[src/rtl/pixel_weight_sequencer.sv]
// rtl/pixel_weight_sequencer.sv - per-pixel image/weight feeder for the forward-propagation multiply stage
//
// Walks the NPIX pixels of one frame on start. Each pixel is fetched from the
// image RAM and the matching NOUT-lane weight row from the weight RAM. The
// pixel is thresholded to one bit and presented with a start_stream strobe.
// After the last pixel a drain interval elapses, then frame_done pulses.
//
// Ports:
//   clk, reset    clock, synchronous active-high reset
//   start         begin a frame (accepted only in IDLE)
//   busy          frame in progress, through the frame_done cycle inclusive
//   frame_done    one-cycle end-of-frame pulse
//   pix_addr      image RAM read address  (pix_data valid one cycle later)
//   w_addr        weight RAM read address (w_data valid one cycle later)
//   pixel         thresholded pixel, (pix_data >= THRESH)
//   start_stream  per-pixel strobe, high HI_CYC then low LO_CYC cycles
//   weights_out   registered weight row, lane k at [WW*k +: WW]
//   pixel_index   index of the pixel currently presented
module pixel_weight_sequencer #(
  parameter int NPIX      = 784,
  parameter int NOUT      = 10,
  parameter int WW        = 16,
  parameter int THRESH    = 128,
  parameter int HI_CYC    = 4,
  parameter int LO_CYC    = 2,
  parameter int DRAIN_CYC = 4
) (
  input  logic                 clk,
  input  logic                 reset,
  input  logic                 start,
  output logic                 busy,
  output logic                 frame_done,
  output logic [9:0]           pix_addr,
  input  logic [7:0]           pix_data,
  output logic [9:0]           w_addr,
  input  logic [NOUT*WW-1:0]   w_data,
  output logic                 pixel,
  output logic                 start_stream,
  output logic [NOUT*WW-1:0]   weights_out,
  output logic [9:0]           pixel_index
);

  localparam int MAX_HL = (HI_CYC > LO_CYC) ? HI_CYC : LO_CYC;
  localparam int MAXC   = (MAX_HL > DRAIN_CYC) ? MAX_HL : DRAIN_CYC;
  localparam int CW     = $clog2(MAXC) + 1;
  localparam logic [9:0] LAST = 10'(NPIX - 1);
  localparam logic [8:0] THR  = 9'(THRESH);

  typedef enum logic [2:0] {
    IDLE, FETCH, LATCH, STROBE_HI, STROBE_LO, DRAIN, DONE
  } state_t;

  state_t          state, state_nx;
  logic [CW-1:0]   phase;
  logic [9:0]      idx;
  logic            phase_end;

  assign phase_end = (phase == '0);

  // RAM addresses follow idx directly; idx is cleared on leaving DONE so the
  // addresses read 0 whenever the FSM is idle.
  assign pix_addr = idx;
  assign w_addr   = idx;

  // Phase counter load value on entry to a state: remaining cycles minus one.
  function automatic logic [CW-1:0] phase_load(input state_t s);
    case (s)
      STROBE_HI: return CW'(HI_CYC - 1);
      STROBE_LO: return CW'(LO_CYC - 1);
      DRAIN:     return CW'(DRAIN_CYC - 1);
      default:   return '0;
    endcase
  endfunction

  // State register, phase counter and pixel index.
  always_ff @(posedge clk) begin
    if (reset) begin
      state <= IDLE;
      phase <= '0;
      idx   <= '0;
    end else begin
      state <= state_nx;
      // Every multi-cycle state is entered from a different state, so a
      // state change marks exactly one entry and the counter reloads there.
      if (state_nx != state)
        phase <= phase_load(state_nx);
      else if (!phase_end)
        phase <= phase - CW'(1);

      if (state == IDLE && start)
        idx <= '0;
      else if (state == STROBE_LO && phase_end && idx != LAST)
        idx <= idx + 10'd1;
      else if (state == DONE)
        idx <= '0;
    end
  end

  // Next-state logic.
  always_comb begin
    state_nx = state;
    case (state)
      IDLE:      if (start) state_nx = FETCH;
      FETCH:     state_nx = LATCH;
      LATCH:     state_nx = STROBE_HI;
      STROBE_HI: if (phase_end) state_nx = STROBE_LO;
      STROBE_LO: if (phase_end) state_nx = (idx == LAST) ? DRAIN : FETCH;
      DRAIN:     if (phase_end) state_nx = DONE;
      DONE:      state_nx = IDLE;
      default:   state_nx = IDLE;
    endcase
  end

  // Outputs are registered from the next state so they line up with the
  // state they describe and never glitch.
  always_ff @(posedge clk) begin
    if (reset) begin
      busy         <= 1'b0;
      frame_done   <= 1'b0;
      start_stream <= 1'b0;
      pixel        <= 1'b0;
      weights_out  <= '0;
      pixel_index  <= '0;
    end else begin
      busy         <= (state_nx != IDLE);
      frame_done   <= (state_nx == DONE);
      start_stream <= (state_nx == STROBE_HI);
      // RAM data addressed in FETCH is valid during LATCH.
      if (state == LATCH) begin
        pixel       <= ({1'b0, pix_data} >= THR);
        weights_out <= w_data;
        pixel_index <= idx;
      end
    end
  end

endmodule

[config.mk]
export PLATFORM = sky130hd
export DESIGN_NAME = pixel_weight_sequencer
export DESIGN_NICKNAME = d
export VERILOG_FILES = /design/src/rtl/pixel_weight_sequencer.sv
export SDC_FILE = /design/constraint.sdc
export NUM_CORES = 1
export LEC_CHECK = 0
export BUFFER_PORTS_ARGS = -buffer_cell sky130_fd_sc_hd__buf_2
export CORE_AREA = 2 2 140 142
export CTS_CLUSTER_DIAMETER = 120
export DETAILED_ROUTE_END_ITERATION = 8
export DIE_AREA = 0 0 142 144
export PLACE_DENSITY = 0.68
export RECOVER_POWER = 25
export SYNTH_ARGS = -nofsm -noshare
export SYNTH_HDL_FRONTEND = slang
export SYNTH_SLANG_ARGS = --single-unit
export TNS_END_PERCENT = 1
[constraint.sdc]
create_clock -name clk -period 2.3 [get_ports clk]
set_input_delay 0.46 -clock clk [delete_from_list [all_inputs] [get_ports clk]]
set_output_delay 0.46 -clock clk [all_outputs]
set_load 0.02 [all_outputs]
# Yosys cells after proc, flatten, opt, wreduce, memory -nomap -nowiden
# Cells that the tools add are included.
# totals
inputBits,171
regBits,190
# classes
n_eq_ne,14
n_reduce_logical,9
addsub,2
order_cmp,1
muxes,11
# op_table
op,n
two-way mux 3 bit,7
two-way mux 10 bit,2
equality test 3 bit (second input constant),6
one-hot mux 3 bit (6 select lines),1
adder 10 x 1 -> 10 bit (second input constant),1
equality test 10 bit (second input constant),1
!= test 10 bit (second input constant),1
equality test 3 x 2 -> 1 bit (second input constant),3
greater-or-equal comparator 8 bit (second input constant),1
zero test 3 bit,2
one-hot mux 2 bit (2 select lines),1
OR reduction 2 bit,2
equality test 3 x 1 -> 1 bit (second input constant),1
logical AND 1 bit,3
!= test 3 bit,1
nonzero test 3 bit,1
subtractor 3 x 1 -> 3 bit (second input constant),1
!= test 2 x 1 -> 1 bit (second input constant),1
nonzero test 2 bit,1

# Longest topological paths before layout
# Gate-level depths: netlist of run 1.
# depth
ltp_word,8
mapped_depth,9
ltp_nobuf,7

# Worst setup path before layout of run 1
# Ideal clock, no wire load.
# synth_path
kind,register to register
from,register phase[0]
to,"register idx[9], in the netlist pix_addr[9]"
t_required_ns,2.230
setup_slack_ns,0.559
n_path_buf,2
t_arrival_ns,1.671
stages_incl_launch_ff,10
setup_ns,0.070
cell_sequence,dfxtp_1 > inv_1 > ha_1 > nor2b_2 > buf_6 > and3_1 > buf_6 > nand4_4 > or3_1 > a21oi_1
# synth_via
elab_chain_len,4
elab_cells_between_ends,5
# synth_lines
item,line,text
"start, declared",54,logic [CW-1:0] phase;
"start signal, assigned",86,phase <= phase_load(state_nx);
"start signal, assigned",88,phase <= phase - CW'(1);
zero test 3 bit (*),58,assign phase_end = (phase == '0);
logical AND 1 bit (*) (2 in a row),92,else if (state == STROBE_LO && phase_end && idx != LAST)
two-way mux 10 bit / nonzero test 2 bit (equally long branches),-,
"end signal, assigned",93,idx <= idx + 10'd1;
"end, declared",55,logic [9:0] idx;
# Every way passes the cells marked *; elsewhere a longest branch is shown, timed or not.
# A chain may end at the register's enable or synchronous reset.

# Final worst setup path of run 1
# layout_path
from,register phase[0]
to,"register idx[6], in the netlist pix_addr[6]"
# The elaborated chain is that of the path after synthesis.

==> results.sh, run 1 <==
export IMPL_final_period_minus_worst_setup_slack_ns=1.94
export IMPL_drive_above_1_share_pct=26.0
export IMPL_worst_voltage_drop_across_the_vdd_grid_mv=0.516
export IMPL_worst_setup_path_type="flop to flop"
export IMPL_number_of_clock_buffers_inserted_by_tritoncts=17
export IMPL_cts_tree="done"
export IMPL_finClkSkew_ns=0.00873
export IMPL_finalSetupViolCount=0
export IMPL_grt_start_max_net_pins=129
export IMPL_clk_insertion_delay_late_ns=0.42
export IMPL_drt_first_iter_violations=344
export IMPL_worst_path_arrival_ns=2.30
export IMPL_synth_main_ff_cell="sky130_fd_sc_hd__dfxtp_1"
export IMPL_floorplan_die_height_um=144
export IMPL_antenna_left=0
export IMPL_power_density_mw_per_mm2=901
export IMPL_postSynthNetCount=1057
export IMPL_placeableCoreArea_sq_mm=0.0191
export IMPL_status="finished, final reports clean"
export IMPL_area_delta_synth_final_pct=33.3
export IMPL_fin_setup_tns_ns=0
export IMPL_synth_edf_count=0
export IMPL_cp_launch_type="flop"
export IMPL_remaining_drc_errors=0
export IMPL_power_leakage_nw=3.89
export IMPL_cts_clock_pin_slew_for_the_worst_setup_and_hold_paths_ns=0.07
export IMPL_async_s_r_ff_share_synth_pct=0
export IMPL_aggregate_routed_wire_length_mm=20.0
export IMPL_vias_per_cell=4.76
export IMPL_placement_io_buffers=357
export IMPL_std_cell_rows=51
export IMPL_timing_critical_path_from="phase[0]"
export IMPL_slew_violations=0
export IMPL_required_ns=2.66
export IMPL_finalCritPeriodShare_pct=84.3
export IMPL_worstSetupEndpointType="flop"
export IMPL_setup_repair_after_global_routing_missed_its_margin="false"
export IMPL_dr_total_vias=6871
export IMPL_hold_worst_slack_ns=0.271
export IMPL_path_max_fanout=8
export IMPL_hpwlAfterDp_mm=13.6
export IMPL_synth_warnings=0
export IMPL_max_cap_violations=0
export IMPL_first_global_vias=5953
export IMPL_cts_root_to_sink_buffers=2
export IMPL_floorplan_die_width_um=142
export IMPL_layout_nets=1365
export IMPL_buffer_count_from_post_cts_setup_fixing=0
export IMPL_ys_seq_area_share_pct=54.3
export IMPL_drt_wl_cell_um=13.9
export IMPL_timing_max_slew_rel_slack_pct=57.5
export IMPL_design_portCount=365
export IMPL_postSynthCellCount=883
export IMPL_actual_slew_at_the_worst_max_slew_pin_ns=0.637
export IMPL_clock_tree_root_cell="sky130_fd_sc_hd__clkbuf_16"
export IMPL_combined_global_route_utilization_of_all_metal_layers_pct=18.1
export IMPL_num_antenna_cells=0
export IMPL_cts_hold_buf=0
export IMPL_firstDrtPassIters=5
export IMPL_h_tree_depth_reported_by_cts=4
export IMPL_grt_pass1_wl_mm=29.9
export IMPL_cts_resized=0
export IMPL_timing_hold_worst_start="w_data[153]"
export IMPL_ys_types=48
export IMPL_dieArea_sq_mm=0.0204
export IMPL_overflow=0
export IMPL_syn_area_sq_mm=0.00700
export IMPL_final_hold_violation_count=0
export IMPL_fmaxAchievable_mhz=515
export IMPL_start_util_pct=36.7
export IMPL_most_common_layout_cells="sky130_fd_sc_hd__nand2_1, sky130_fd_sc_hd__buf_2, sky130_fd_sc_hd__dfxtp_1"
export IMPL_layout_commonest_cell="sky130_fd_sc_hd__nand2_1"
export IMPL_antenna_found_initial=1
export IMPL_numClockSinks=190
export IMPL_r2r_start="phase[0]"
export IMPL_timing_hold_worst_class="primary input to flop"
export IMPL_place_congestion=0.829
export IMPL_synth_area_per_cell_sq_um=7.93
export IMPL_yosys_register_bits=190
[final timing paths]
kind | to | slack (ns) | cells after the start
worst min register to register | weights_out[124] | 0.45 | 2
worst min-delay path | weights_out[153] | 0.27 | 3
worst max register to register | pix_addr[6] | 0.36 | 7
worst max-delay path | pix_addr[6] | 0.36 | 7
[Yosys cell counts (2+ instances only)]
library cell / n / area, sq um
sky130_fd_sc_hd__nor2b_1: 4 / 25.0
sky130_fd_sc_hd__mux2i_1: 2 / 20.0
sky130_fd_sc_hd__nand2b_1: 3 / 18.8
sky130_fd_sc_hd__clkbuf_2: 2 / 10.0
sky130_fd_sc_hd__buf_2: 23 / 115
sky130_fd_sc_hd__nand3b_1: 2 / 15.0
sky130_fd_sc_hd__ha_1: 3 / 37.5
sky130_fd_sc_hd__or3_1: 2 / 12.5
sky130_fd_sc_hd__inv_1: 2 / 7.51
sky130_fd_sc_hd__clkbuf_1: 36 / 135
sky130_fd_sc_hd__nor3_1: 3 / 15.0
sky130_fd_sc_hd__buf_4: 11 / 82.6
sky130_fd_sc_hd__nor2_1: 9 / 33.8
sky130_fd_sc_hd__o311ai_0: 2 / 17.5
sky130_fd_sc_hd__a31oi_1: 3 / 18.8
sky130_fd_sc_hd__o21ai_0: 4 / 20.0
sky130_fd_sc_hd__nand2_1: 349 / 1310
sky130_fd_sc_hd__nand4_1: 3 / 18.8
sky130_fd_sc_hd__buf_6: 3 / 33.8
sky130_fd_sc_hd__a21oi_1: 182 / 911
sky130_fd_sc_hd__and3_1: 5 / 31.3
sky130_fd_sc_hd__dfxtp_1: 190 / 3800
sky130_fd_sc_hd__nor2_2: 2 / 12.5
sky130_fd_sc_hd__and2_1: 3 / 18.8
sky130_fd_sc_hd__nand3_1: 11 / 55.1
sky130_fd_sc_hd__or4_1: 2 / 15.0
[through the flow]
step / util [%] / total power [W] / setup slack, ns / area [sq um] / cells
6_report: 48.9 / 0.00841 / 0.360 / 9330 / 1442
5_1_grt: 48.9 / 0.00883 / 0.202 / 9330 / 1442
4_1_cts: 49.5 / 0.00856 / 0.385 / 9450 / 1442
3_5_place_dp: 46.4 / 0.00559 / 0.403 / 8850 / 1410
3_3_place_gp: 46.4 / 0.00556 / 0.443 / 8850 / 1410
2_1_floorplan: - / 0.00495 / 0.559 / 7000 / 883
[kinds of logic (layout without fill, tap and decap cells)]
kind of cell / Yosys count / count (layout) / synth area share [%]
AOI/OAI and AO/OA: 202 / 202 / 15.1
xor gates and xnor gates: 1 / 1 / 0.125
adders and majority gates: 3 / 3 / 0.536
buffers and inverters: 78 / 399 / 5.54
DFF: 190 / 190 / 54.3
muxes: 3 / 3 / 0.447
and+or+nand+nor: 406 / 406 / 23.9
[layout make-up]
cell class / count / area [sq um]
Sequential cell: 190 / 3800
Clock buffer: 18 / 439
Tap cell: 238 / 298
Inverter: 3 / 11.3
Clock inverter: 14 / 156
Fill cell: 1954 / 9750
Multi-Input combinational cell: 615 / 2820
Timing Repair Buffer: 364 / 1800
[routing by layer]
metal	up-vias	global-route usage (%)	share of wire, %
li1	3490	-	-
met1	3100	22.6	43
met2	253	30.2	48
met3	28	5.43	7.3
met4	0	6.00	2.0
met5	-	0	0
[report_power, final]
group	leakage, nW	switching, W	internal, W
logic	2.05	0.00116	0.000576
clock network	0.294	0.00138	0.00157
registers	1.54	0.000148	0.00357
[critical path, cell delays in order (launching register included)]
cell and delay [ns]:
sky130_fd_sc_hd__dfxtp_1 0.32, sky130_fd_sc_hd__inv_1 0.07, sky130_fd_sc_hd__ha_1 0.20, sky130_fd_sc_hd__nor2b_2 0.17, sky130_fd_sc_hd__and3_1 0.40, sky130_fd_sc_hd__nand2_1 0.20
sky130_fd_sc_hd__or4_1 0.43, sky130_fd_sc_hd__nand3_1 0.09
[sequential cells by signal (all words and copies together), names as in the netlist]
register      cells
busy              1
frame_done        1
phase             3
pix_addr         10
pixel             1
pixel_index      10
start_stream      1
state             3
weights_out     160
(Power assumes the default switching activity.)
==> run 2, diff against run 1 <==
--- a/config.mk
+++ b/config.mk
@@ -10,7 +10,7 @@
 export CTS_CLUSTER_DIAMETER = 120
 export DETAILED_ROUTE_END_ITERATION = 8
 export DIE_AREA = 0 0 142 144
-export PLACE_DENSITY = 0.68
+export PLACE_DENSITY = 0.7
 export RECOVER_POWER = 25
 export SYNTH_ARGS = -nofsm -noshare
 export SYNTH_HDL_FRONTEND = slang
==> constraint.sdc (replaced) <==
create_clock -name clk -period 1.6 [get_ports clk]
set_input_delay 0.32 -clock clk [delete_from_list [all_inputs] [get_ports clk]]
set_output_delay 0.32 -clock clk [all_outputs]
set_load 0.02 [all_outputs]
==> results.sh, run 2 (synthesis results as in run 1) <==
export IMPL_max_cap_violations=0
export IMPL_h_tree_depth_reported_by_cts=4
export IMPL_aggregate_routed_wire_length_mm=20.6
export IMPL_finalCritPeriodShare_pct=99.4
export IMPL_combined_global_route_utilization_of_all_metal_layers_pct=18.6
export IMPL_hpwlAfterDp_mm=14.6
export IMPL_overflow=0
export IMPL_finClkSkew_ns=0.0169
export IMPL_numClockSinks=190
export IMPL_path_max_fanout=5
export IMPL_actual_slew_at_the_worst_max_slew_pin_ns=0.541
export IMPL_cts_clock_pin_slew_for_the_worst_setup_and_hold_paths_ns=0.08
export IMPL_cts_hold_buf=0
export IMPL_vias_per_cell=4.76
export IMPL_grt_start_max_net_pins=105
export IMPL_final_hold_violation_count=0
export IMPL_start_util_pct=36.7
export IMPL_dr_total_vias=7006
export IMPL_timing_hold_worst_class="primary input to flop"
export IMPL_post_place_ws_ns=-0.0518
export IMPL_fin_util_pct=50.8
export IMPL_most_common_layout_cells="sky130_fd_sc_hd__nand2_1, sky130_fd_sc_hd__buf_2, sky130_fd_sc_hd__dfxtp_1"
export IMPL_antenna_left=0
export IMPL_design_portCount=365
export IMPL_fmaxAchievable_mhz=629
export IMPL_power_density_mw_per_mm2=1260
export IMPL_placeableCoreArea_sq_mm=0.0191
export IMPL_clk_insertion_delay_late_ns=0.43
export IMPL_antenna_found_initial=0
export IMPL_grt_pass1_wl_mm=30.6
export IMPL_drive_above_1_share_pct=31.4
export IMPL_postLayoutSetupSlackWorst_ns=0.0102
export IMPL_fill_cells=1888
export IMPL_setup_repair_after_global_routing_missed_its_margin="true"
export IMPL_number_of_clock_buffers_inserted_by_tritoncts=17
export IMPL_status="finished, final reports clean"
export IMPL_area_delta_synth_final_pct=38.5
export IMPL_cp_launch_type="flop"
export IMPL_final_period_minus_worst_setup_slack_ns=1.59
export IMPL_hold_worst_slack_ns=0.112
export IMPL_worst_setup_path_type="flop to flop"
export IMPL_cts_tree="done"
export IMPL_finalSetupViolCount=0
export IMPL_place_congestion=0.819
export IMPL_timing_hold_worst_start="w_data[157]"
export IMPL_clock_tree_root_cell="sky130_fd_sc_hd__clkbuf_16"
export IMPL_drt_wl_cell_um=14.0
export IMPL_power_leakage_nw=4.15
export IMPL_std_cell_rows=51
export IMPL_firstDrtPassIters=7
export IMPL_worstSetupEndpointType="flop"
export IMPL_regMostFlops="weights_out"
export IMPL_timing_max_slew_rel_slack_pct=63.9
export IMPL_worst_voltage_drop_across_the_vdd_grid_mv=0.752
export IMPL_worst_path_arrival_ns=1.96
export IMPL_slew_violations=0
export IMPL_num_antenna_cells=0
export IMPL_placement_io_buffers=357
export IMPL_remaining_drc_errors=0
export IMPL_r2r_start="phase[0]"
export IMPL_numPlacedInstances=1440
export IMPL_first_global_vias=6202
export IMPL_largest_reg_flops=160
export IMPL_layout_nets=1395
export IMPL_timing_critical_path_from="phase[0]"
export IMPL_required_ns=1.97
export IMPL_layout_commonest_cell="sky130_fd_sc_hd__nand2_1"
export IMPL_drt_first_iter_violations=308
export IMPL_floorplan_die_height_um=144
export IMPL_buffer_count_from_post_cts_setup_fixing=0
export IMPL_fin_cells=1472
export IMPL_dieArea_sq_mm=0.0204
export IMPL_floorplan_die_width_um=142
export IMPL_cts_root_to_sink_buffers=2
-- run 2: cell types whose count changed in the layout (fill, tap and decap cells not counted), moves of 4 or more --
cell / change
sky130_fd_sc_hd__dfxtp_2: +5
sky130_fd_sc_hd__clkbuf_1: -24
sky130_fd_sc_hd__buf_12: +4
sky130_fd_sc_hd__buf_4: +26
sky130_fd_sc_hd__dfxtp_1: -5
sky130_fd_sc_hd__buf_2: +25
-- run 2: layout make-up --
type | count | area [sq um] | area share, %
clock inverter | 14 | 143 | 1.47
inverter | 3 | 11.3 | 0.116
timing repair buffer | 394 | 2110 | 21.7
sequential | 190 | 3810 | 39.3
multi-input combinational | 615 | 2900 | 29.9
tap | 238 | 298 | 3.07
clock buffer | 18 | 429 | 4.43
-- run 2: worst paths after layout --
kind / depth (start not counted) / end / slack, ns
setup / recovery: 7 / pix_addr[6] / 0.01
hold / removal: 3 / weights_out[157] / 0.11
setup reg to reg: 7 / pix_addr[6] / 0.01
hold reg to reg: 2 / weights_out[54] / 0.45
-- run 2: critical path: stages, from the launching register on --
cell                      delay [ns]
sky130_fd_sc_hd__dfxtp_2        0.33
sky130_fd_sc_hd__inv_2          0.07
sky130_fd_sc_hd__ha_4           0.14
sky130_fd_sc_hd__nor2b_4        0.17
sky130_fd_sc_hd__and3_4         0.25
sky130_fd_sc_hd__nand2_2        0.08
sky130_fd_sc_hd__or4_4          0.41
sky130_fd_sc_hd__nand3_1        0.09
-- run 2: layer usage --
metal	up-vias	wire (um)	part of all wire, %	GRT usage, %
li1	3545	-	-	-
met1	3163	8570	42	22.4
met2	276	10100	49	32.0
met3	22	1600	7.7	5.33
met4	0	383	1.9	6.53
met5	-	0	0	0
-- run 2: timing repair --
action	4_1_cts	5_1_grt
hold endpoints to repair	0	0
gates resized for setup	5	8
setup endpoints to repair	6	58
pin swaps	0	2
gates cloned	0	0
-- run 2: per-stage QoR --
stage | setup TNS, ns | area (sq um) | total power, W
final | 0 | 9700 | 0.0122
after global routing | -2.50 | 9700 | 0.0128
after CTS | -0.00378 | 9750 | 0.0124
after detailed placement | -0.100 | 9160 | 0.00823
after global placement | 0 | 9160 | 0.00818
after floorplan | -0.0833 | 7030 | 0.00715
-- run 2: report_power, final --
part / internal, W / switching [W] / leakage, nW / total [W]
logic: 0.00101 / 0.00174 / 2.33 / 0.00274
clock network: 0.00208 / 0.00205 / 0.279 / 0.00414
registers: 0.00514 / 0.000209 / 1.55 / 0.00535
